$ cat src/rtl/proc_muldiv_pkg.sv
`default_nettype none
// ============================================================================
// Module   : proc_muldiv_pkg
// Brief    : Shared encodings for the iterative multiply/divide unit:
//            function codes and the control state enumeration.
// Revision : 1.0 - initial release
// ============================================================================
package proc_muldiv_pkg;

  // Function codes presented on req_fn; 5-7 are reserved and execute as MUL
  localparam logic [2:0] MD_MUL  = 3'd0;
  localparam logic [2:0] MD_DIV  = 3'd1;
  localparam logic [2:0] MD_DIVU = 3'd2;
  localparam logic [2:0] MD_REM  = 3'd3;
  localparam logic [2:0] MD_REMU = 3'd4;

  // Control states
  typedef enum logic [1:0] {
    IDLE = 2'd0,
    CALC = 2'd1,
    DONE = 2'd2
  } state_t;

  // Signed divide/remainder operations need magnitude conversion and sign fix-up
  function automatic logic fn_is_signed(input logic [2:0] fn);
    return (fn == MD_DIV) || (fn == MD_REM);
  endfunction

endpackage
`default_nettype wire

$ cat src/rtl/proc_dpath_muldiv_step.sv
`default_nettype none
// ============================================================================
// Module   : proc_dpath_muldiv_step
// Brief    : One combinational iteration shared by multiply and divide.
//            MUL: shift-add (acc += a when b[0]; a <<= 1; b >>= 1).
//            DIV: restoring step on magnitudes; a shifts dividend bits out
//                 of the top and quotient bits in at the bottom, acc holds
//                 the partial remainder, b holds the divisor.
// Revision : 1.0 - initial release
// ============================================================================
module proc_dpath_muldiv_step #(
  parameter int NBITS = 32
) (
  input  logic [NBITS:0]   acc,
  input  logic [NBITS-1:0] a,
  input  logic [NBITS-1:0] b,
  input  logic             is_div,
  output logic [NBITS:0]   next_acc,
  output logic [NBITS-1:0] next_a,
  output logic [NBITS-1:0] next_b
);

  logic [NBITS+1:0] w_rem_sh;
  logic [NBITS+1:0] w_diff;
  logic [NBITS-1:0] w_sum;

  // Partial remainder with the next dividend bit shifted in, and its trial difference
  assign w_rem_sh = {acc, a[NBITS-1]};
  assign w_diff   = w_rem_sh - {2'b00, b};
  assign w_sum    = acc[NBITS-1:0] + (b[0] ? a : '0);

  // Select add-shift or trial-subtract-shift for this iteration
  always_comb begin
    if (is_div) begin
      if (!w_diff[NBITS+1]) begin
        next_acc = w_diff[NBITS:0];
        next_a   = {a[NBITS-2:0], 1'b1};
      end else begin
        next_acc = w_rem_sh[NBITS:0];
        next_a   = {a[NBITS-2:0], 1'b0};
      end
      next_b = b;
    end else begin
      next_acc = {1'b0, w_sum};
      next_a   = {a[NBITS-2:0], 1'b0};
      next_b   = {1'b0, b[NBITS-1:1]};
    end
  end

endmodule
`default_nettype wire

$ cat src/rtl/proc_dpath_muldiv_iter.sv
`default_nettype none
// ============================================================================
// Module   : proc_dpath_muldiv_iter
// Brief    : Iterative RV32M multiply/divide unit with val/rdy handshakes.
//            NBITS iterations per operation regardless of function; special
//            divide cases are flagged at accept and substituted at DONE.
// Revision : 1.0 - initial release
// ============================================================================
module proc_dpath_muldiv_iter
  import proc_muldiv_pkg::*;
#(
  parameter int NBITS = 32
) (
  input  logic             clk,
  input  logic             reset,
  input  logic             req_val,
  output logic             req_rdy,
  input  logic [2:0]       req_fn,
  input  logic [NBITS-1:0] req_op0,
  input  logic [NBITS-1:0] req_op1,
  output logic             resp_val,
  input  logic             resp_rdy,
  output logic [NBITS-1:0] resp_msg
);

  localparam int               c_CNT_W    = $clog2(NBITS) + 1;
  localparam logic [c_CNT_W-1:0] c_CNT_INIT = c_CNT_W'(NBITS);
  localparam logic [c_CNT_W-1:0] c_CNT_LAST = c_CNT_W'(1);
  localparam logic [NBITS-1:0] c_INT_MIN  = {1'b1, {(NBITS-1){1'b0}}};

  state_t             r_state;
  state_t             w_state_nxt;
  logic [c_CNT_W-1:0] r_cnt;
  logic [2:0]         r_fn;
  logic [NBITS:0]     r_acc;
  logic [NBITS-1:0]   r_a;
  logic [NBITS-1:0]   r_b;
  logic               r_neg_q;
  logic               r_neg_r;
  logic               r_div0;
  logic               r_ovf;

  logic               w_accept;
  logic [2:0]         w_fn;
  logic               w_is_div;
  logic               w_signed;
  logic               w_op0_neg;
  logic               w_op1_neg;
  logic [NBITS-1:0]   w_abs0;
  logic [NBITS-1:0]   w_abs1;
  logic [NBITS:0]     w_step_acc;
  logic [NBITS-1:0]   w_step_a;
  logic [NBITS-1:0]   w_step_b;
  logic [NBITS-1:0]   w_quot;
  logic [NBITS-1:0]   w_rem;
  logic [NBITS-1:0]   w_result;

  // Request decode: reserved codes collapse to MUL, signed ops use magnitudes
  assign w_accept  = (r_state == IDLE) && req_val;
  assign w_fn      = (req_fn > MD_REMU) ? MD_MUL : req_fn;
  assign w_is_div  = (w_fn != MD_MUL);
  assign w_signed  = fn_is_signed(w_fn);
  assign w_op0_neg = w_signed && req_op0[NBITS-1];
  assign w_op1_neg = w_signed && req_op1[NBITS-1];
  assign w_abs0    = w_op0_neg ? -req_op0 : req_op0;
  assign w_abs1    = w_op1_neg ? -req_op1 : req_op1;

  proc_dpath_muldiv_step #(
    .NBITS (NBITS)
  ) u_step (
    .acc      (r_acc),
    .a        (r_a),
    .b        (r_b),
    .is_div   (r_fn != MD_MUL),
    .next_acc (w_step_acc),
    .next_a   (w_step_a),
    .next_b   (w_step_b)
  );

  // State register
  always_ff @(posedge clk or posedge reset) begin
    if (reset) r_state <= IDLE;
    else       r_state <= w_state_nxt;
  end

  // Next-state: DONE is entered on the iteration that takes the counter to zero
  always_comb begin
    w_state_nxt = r_state;
    case (r_state)
      IDLE:    if (req_val)             w_state_nxt = CALC;
      CALC:    if (r_cnt == c_CNT_LAST) w_state_nxt = DONE;
      DONE:    if (resp_rdy)            w_state_nxt = IDLE;
      default:                          w_state_nxt = IDLE;
    endcase
  end

  // Operand capture at accept, then one iteration per CALC cycle
  always_ff @(posedge clk or posedge reset) begin
    if (reset) begin
      r_cnt   <= '0;
      r_fn    <= MD_MUL;
      r_acc   <= '0;
      r_a     <= '0;
      r_b     <= '0;
      r_neg_q <= 1'b0;
      r_neg_r <= 1'b0;
      r_div0  <= 1'b0;
      r_ovf   <= 1'b0;
    end else if (w_accept) begin
      r_cnt   <= c_CNT_INIT;
      r_fn    <= w_fn;
      r_acc   <= '0;
      r_a     <= w_abs0;
      r_b     <= w_abs1;
      r_neg_q <= w_op0_neg ^ w_op1_neg;
      r_neg_r <= w_op0_neg;
      r_div0  <= w_is_div && (req_op1 == '0);
      r_ovf   <= w_signed && (req_op0 == c_INT_MIN) && (req_op1 == '1);
    end else if (r_state == CALC) begin
      r_cnt   <= r_cnt - 1'b1;
      r_acc   <= w_step_acc;
      r_a     <= w_step_a;
      r_b     <= w_step_b;
    end
  end

  // Sign fix-up and special-case substitution; the fixed-up remainder of a
  // divide-by-zero is already the original dividend
  always_comb begin
    w_quot = r_neg_q ? -r_a : r_a;
    w_rem  = r_neg_r ? -r_acc[NBITS-1:0] : r_acc[NBITS-1:0];
    case (r_fn)
      MD_DIV, MD_DIVU: w_result = r_div0 ? '1 : (r_ovf ? c_INT_MIN : w_quot);
      MD_REM, MD_REMU: w_result = r_ovf ? '0 : w_rem;
      default:         w_result = r_acc[NBITS-1:0];
    endcase
  end

  // Moore outputs decoded from state only
  always_comb begin
    req_rdy  = (r_state == IDLE);
    resp_val = (r_state == DONE);
    resp_msg = (r_state == DONE) ? w_result : '0;
  end

endmodule
`default_nettype wire
$ cat config.mk
export PLATFORM = sky130hd
export DESIGN_NAME = proc_dpath_muldiv_iter
export DESIGN_NICKNAME = d
export VERILOG_FILES = /design/src/rtl/proc_muldiv_pkg.sv /design/src/rtl/proc_dpath_muldiv_step.sv /design/src/rtl/proc_dpath_muldiv_iter.sv
export SDC_FILE = /design/constraint.sdc
export NUM_CORES = 1
export LEC_CHECK = 0
export BUFFER_PORTS_ARGS = -buffer_cell sky130_fd_sc_hd__buf_2
export CORE_ASPECT_RATIO = 0.5
export CORE_MARGIN = 3
export CORE_UTILIZATION = 60
export CTS_CLUSTER_DIAMETER = 40
export DETAILED_ROUTE_END_ITERATION = 8
export GPL_TIMING_DRIVEN = 0
export PLACE_DENSITY_LB_ADDON = 0.15
export RECOVER_POWER = 25
export SYNTH_ARGS = -nofsm -noshare
export SYNTH_HDL_FRONTEND = slang
export SYNTH_SLANG_ARGS = --single-unit
$ cat constraint.sdc
create_clock -name clk -period 9.9 [get_ports clk]
set_input_delay 1.98 -clock clk [delete_from_list [all_inputs] [get_ports clk]]
set_output_delay 1.98 -clock clk [all_outputs]
set_load 0.01 [all_outputs]
==> results.tsv, run 1 <==
metric	value	unit
failing checks	capacitance limit, slew limit	
synthesis-stage register bit count	112	
Synth Cell Area	12200	um2
cell family with the largest share of critical-path delay	buffers and inverters	
CP Data Required Time	9.49	ns
first-pass GRT wire length	68800	um
post-synthesis simple-gate area fraction	24.1	%
post-route insts no fill	2115	
peak supply drop	0.177	mV
# DRC	0	
area grow syn2layout	9.64	%
Starting Density	61.9	%
H-tree levels	3	
placed inst area	13100	um2
M2 GR Usage	58.7	%
met1 Use GR	54.2	%
clock share of power	7.2	%
Placed Cells	2097	
slowest cell delay on critical path	2.82	ns
f_max	155	MHz
Max Cap Viol	3	
NetSw	3.16	mW
combinational cell fraction of total power	73.1	%
routed len/inst	21.1	um
WS Path Type	in -> async	
Core ar.	19700	um2
Worst-Skew Late Latency	0.38	ns
IO Pins	105	
largest family of logic cells by synthesized area	compound AO/OA/AOI/OAI gates	
grt ovf	0	
RSZ-0062 raised after global routing	no	
CTS Buf Count	9	
count of cell types in the netlist	67	
Die W	208	um
die area	22200	um2
Yosys top cell area share	22.9	%
DP Worst Slack	4.53	ns
Root Buffer	clkbuf_16	
Core Util, Final	67.9	%
antenna viol nets, final	0	
syn nets	1870	
Clock Skews	0.00977	ns
HPWL after detailed placement	35200	um
setup bufs post-CTS	0	
I/O Buffers	104	
Core Rows	36	
Yosys top cell by area	dfrtp_1	
async set or reset register ratio after synthesis	100	%
area share of fa/ha/maj cells after synthesis	7.60	%
pwr dens	417	nW/um2
post-route cell area	13400	um2
via/cell ratio	6.50	
busiest layer in global routing	met2	
worst hold slack	0.493	ns
gr usage total	39.3	%
critical-path cell list	buf_2 > clkinvlp_2 > clkbuf_1	
Slew HR	-160	%
Crit. End Element	asynchronous set/reset pin	
crit path DAT	6.03	ns
Synth Area per Inst	7.08	um2
min-delay worst type	reg -> reg	
Clock Sinks	112	
largest cells by area after synthesis	dfrtp_1 23%, a21oi_1 7.3%, ha_1 7.3%, nand2_1 6.5%, xnor2_1 6.2%	
TritonCTS clock tree	yes	
final net count	1986	
antenna violations before repair	1	
hold buffers post-CTS	0	
clock slew at reported path FFs	0.08	ns
sequential area share after synthesis	22.9	%
Setup violations, final	0	
Pre-antenna DRT Iters	6	
Synth Area in Compound Gates	28.9	%
total wire length	44600	um
Syn Inst Count	1726	
Layout fillers	1744	
Cell Int Power	2.42	mW
Slew Limit Fails	118	
vias in the first global route	12761	
Clock Path Buffers	2	
share of layout cells above drive strength 1	7.31	%
vias after detailed routing	13754	
fraction of the cycle the final worst path needs	65.0	%
worst slew pin tran	3.90	ns
Ys Warns	0	
outcome	finished with violations	
startpoint type of the worst setup path	primary input	
CP bufs+invs	3	
Fin. Hold Viols	0	
Final Power	5.58	mW
power share of the sequential group	19.7	%
met3 GRT Util	13.4	%
final worst path period need	6.44	ns
xor/xnor share of the synthesized area	10.3	%
Die Y	107	um
mux contribution to synthesized area	0.830	%
Lkg Pwr	5.63	nW
Fin Setup TNS	0	ns
cts repair resizes	0	
switching share of power	56.7	%
ys flop type	dfrtp_1	
Post-synth EDFFs	0	
Placer Congestion	0.969	
largest net degree at the start of global routing	71	
PnR worst setup slack	3.46	ns
Critical Path Slowest Stage Cell	clkbuf_1	
worst-path fanout max	70	
DRT iter0 DRCs	1826	
[cell usage after synthesis, types with 9 or more instances]
master and n:
a211oi_1 30, a21o_1 31, a21oi_1 178, a31oi_1 49, and2_1 38, and3_1 13
clkbuf_1 94, dfrtp_1 112, ha_1 71, inv_1 69, mux2i_1 9, nand2_1 211
nand2b_1 13, nand3_1 37, nand4_1 15, nor2_1 197, nor3_1 24, nor4_1 13
o211ai_1 17, o21ai_0 129, o21ai_1 45, o21bai_1 9, o31ai_1 33, o41ai_1 16
or3_1 29, or4_1 11, xnor2_1 86, xor2_1 57
[state kept, by name (all words and copies together) (netlist names)]
signal	count
r_state	2
r_neg_r	1
r_fn	3
r_b	32
r_ovf	1
r_div0	1
r_acc	33
r_cnt	6
r_a	32
r_neg_q	1
[layer usage]
metal  routed length, um  part of all wire, %  up-vias
li1                    -                    -     6409
met5                   0                    0        -
met4                1040                  2.3        0
met1               18900                   42     6376
met2               18300                   41      885
met3                6380                   14       84
[layout by cell type, fill, tap and decap left out, types with 57 or more instances in the layout]
| master | count |
|---|---|
| a21oi_1 | 178 |
| nand2_1 | 211 |
| clkbuf_1 | 96 |
| buf_2 | 105 |
| dfrtp_1 | 112 |
| xnor2_1 | 86 |
| inv_1 | 68 |
| o21ai_0 | 129 |
| nor2_1 | 197 |
| ha_1 | 71 |
| xor2_1 | 57 |
[power groups by stage]
stage,logic [mW],clock network (mW),registers (mW)
4_1_cts,3.96,0.397,1.07
6_report,4.08,0.399,1.10
2_1_floorplan,2.99,0,0.913
3_5_place_dp,3.93,0,1.07
3_3_place_gp,3.80,0,1.05
5_1_grt,4.48,0.414,1.12
[path summary, 6_finish.rpt]
| path | slack (ns) | endpoint | from | depth (start not counted) |
|---|---|---|---|---|
| worst min-delay path | 0.49 | r_b[1] | r_b[1] | 2 |
| max in group clk | 4.14 | resp_msg[30] | r_acc[1] | 12 |
| worst max register to register | 5.76 | r_acc[27] | r_acc[21] | 11 |
| worst min register to register | 0.49 | r_b[1] | r_b[1] | 2 |
| worst max-delay path | 3.46 | r_a[27] | reset | 3 |
| min in group asynchronous | 2.06 | r_b[4] | reset | 2 |
[cells by family after synthesis]
logic type      Yosys count
flops                   112
simple gates            632
xor+xnor                143
compound gates          586
fa+ha+maj                73
mux                      10
buf+inv                 170
[worst reg2reg max path: stages (launching register included)]
cell      delay (ns)
dfrtp_1         0.54
ha_1            0.36
clkbuf_1        0.30
nand4_1         0.20
or3_1           0.39
a211oi_1        0.47
o21ai_0         0.16
nand3_1         0.16
clkbuf_1        0.50
clkbuf_1        0.51
mux2i_1         0.29
o221ai_1        0.13
[cell type report]
cell class	count	area, um2	area share [%]
multi-input cells	1444	8760	65.4
flip-flops and latches	112	2800	20.9
repair buffers	105	524	3.91
plain buffers	101	395	2.95
well taps	266	333	2.48
inverters	69	260	1.94
clock buffers	10	239	1.78
clock inverters	6	75.1	0.560
diodes	2	5.00	0.0374
No activity file was read; power rests on OpenSTA's default activity.
==> run 2: changes to the inputs <==
--- a/config.mk
+++ b/config.mk
@@ -8,7 +8,7 @@
 export BUFFER_PORTS_ARGS = -buffer_cell sky130_fd_sc_hd__buf_2
 export CORE_ASPECT_RATIO = 0.5
 export CORE_MARGIN = 3
-export CORE_UTILIZATION = 60
+export CORE_UTILIZATION = 56
 export CTS_CLUSTER_DIAMETER = 40
 export DETAILED_ROUTE_END_ITERATION = 8
 export GPL_TIMING_DRIVEN = 0
==> constraint.sdc (replaced) <==
create_clock -name clk -period 5.59 [get_ports clk]
set_input_delay 1.118 -clock clk [delete_from_list [all_inputs] [get_ports clk]]
set_output_delay 1.118 -clock clk [all_outputs]
set_load 0.01 [all_outputs]
==> run 2 against run 1 <==
The flow still finishes with violations (capacitance limit, slew limit); critical path depth up 8; clock power up 62%; via count up 0.37%; critical endpoint is now resp_msg[28].
==> results.tsv, run 2 (synthesized netlist as in run 1, its figures left out) <==
metric	value	unit
Clock Skews	0.0159	ns
final worst path period need	4.90	ns
crit path from	r_a[7]	
final net count	1986	
Placer Congestion	1.00	
max FFs per register	33	
routed len/inst	21.5	um
RSZ-0062 raised after global routing	no	
Final Power	9.85	mW
Fin Setup TNS	0	ns
Core Rows	37	
Lkg Pwr	5.61	nW
HPWL after detailed placement	36400	um
gr usage total	38.4	%
post-route cell area	13400	um2
most common cell after layout, fill and taps aside	nand2_1	
antenna viol nets, final	0	
Reg2Reg Setup Slack	1.72	ns
total wire length	46000	um
vias after detailed routing	13805	
post-route insts no fill	2139	
IO Pins	105	
Core Util, Final	63.8	%
Placed Cells	2123	
Top reg by flops	r_acc	
largest net degree at the start of global routing	72	
Clock Path Buffers	2	
Worst R2R Path Depth	14	
fraction of the cycle the final worst path needs	87.7	%
# DRC	0	
startpoint type of the worst setup path	flop	
grt ovf	0	
Setup violations, final	0	
Slew Limit Fails	115	
failing checks	capacitance limit, slew limit	
Core ar.	21000	um2
WS Path Type	reg -> out	
PnR worst setup slack	0.689	ns
outcome	finished with violations	
Max Cap Viol	2	
placed inst area	13100	um2
TritonCTS clock tree	yes	
DP Worst Slack	1.13	ns
Crit. End Element	output port	
Clock Sinks	112	
reg-to-reg endpoint	r_acc[31]	
crit path DAT	3.78	ns
Root Buffer	clkbuf_16	
share of layout cells above drive strength 1	7.26	%
Worst R2R Start	r_b[0]	
I/O Buffers	104	
clock slew at reported path FFs	0.08	ns
worst slew pin tran	1.93	ns
first-pass GRT wire length	72300	um
Worst-Skew Late Latency	0.39	ns
Die W	215	um
peak supply drop	0.333	mV
DRT iter0 DRCs	1895	
Antenna Cells	0	
min-delay worst type	reg -> reg	
setup bufs post-CTS	0	
CTS Buf Count	9	
Die Y	110	um
hold path cells	2	
cts repair resizes	0	
biggest regs	r_acc (33), r_a (32), r_b (32)	
worst hold slack	0.487	ns
pwr dens	736	nW/um2
H-tree levels	3	
Pre-antenna DRT Iters	5	
CP Data Required Time	4.47	ns
Fin. Hold Viols	0	
vias in the first global route	13009	
die area	23700	um2
CP endpoint	resp_msg[28]	
Slew HR	-29.5	%
highest-count cells in the layout ignoring fill and taps	211 x nand2_1, 197 x nor2_1, 178 x a21oi_1	
worst-path fanout max	7	
f_max	204	MHz
via/cell ratio	6.45	
area grow syn2layout	9.52	%
hold buffers post-CTS	0	
Starting Density	58.3	%
antenna violations before repair	2	
## run 2: cell count changes in the layout (fill, tap and decap cells not counted)
cell | previous run | this run
diode_2 | 2 | 0
buf_1 | 3 | 4
bufinv_16 | 1 | 0
clkbuf_2 | 0 | 1
clkbuf_8 | 1 | 0
clkinv_2 | 1 | 2
clkinv_4 | 2 | 1
inv_6 | 0 | 1
inv_8 | 2 | 1
## run 2: worst min-delay path by stage
stage	slack [ns]	from	end
after detailed placement	0.47	r_b[12]	r_b[12]
final	0.49	r_b[17]	r_b[17]
after global routing	0.54	r_b[12]	r_b[12]
after global placement	0.46	r_b[17]	r_b[17]
after CTS	0.49	r_b[12]	r_b[12]
after floorplan	0.45	r_b[12]	r_b[12]
## run 2: power breakdown
| group | internal, mW | switching (mW) |
|---|---|---|
| sequential | 1.22 | 0.759 |
| clock | 0.307 | 0.337 |
| combinational | 2.69 | 4.54 |
| total | 4.22 | 5.64 |
## run 2: layout make-up
cell class / count / area [um2]
clock buffers: 11 / 233
repair buffers: 105 / 526
fillers: 1926 / 7590
multi-input cells: 1444 / 8760
inverters: 69 / 260
well taps: 292 / 365
flip-flops and latches: 112 / 2800
plain buffers: 101 / 395
clock inverters: 5 / 38.8
## run 2: worst max-delay path, stage by stage, from the launching register on
cell and delay [ns]:
dfrtp_1 0.36, clkbuf_1 0.24, nor4_2 0.38, nand3_2 0.17, or4_4 0.53, or4_1 0.45
or4_4 0.44, o21ai_2 0.16, xnor2_1 0.13, a221oi_2 0.30, a21oi_1 0.10, buf_2 0.16
## run 2: per-layer routing
layer,GRT usage (%),share of wire [%]
met3,11.6,13
met1,54.1,44
met4,10.8,2.4
met2,56.6,41
met5,0,0.096
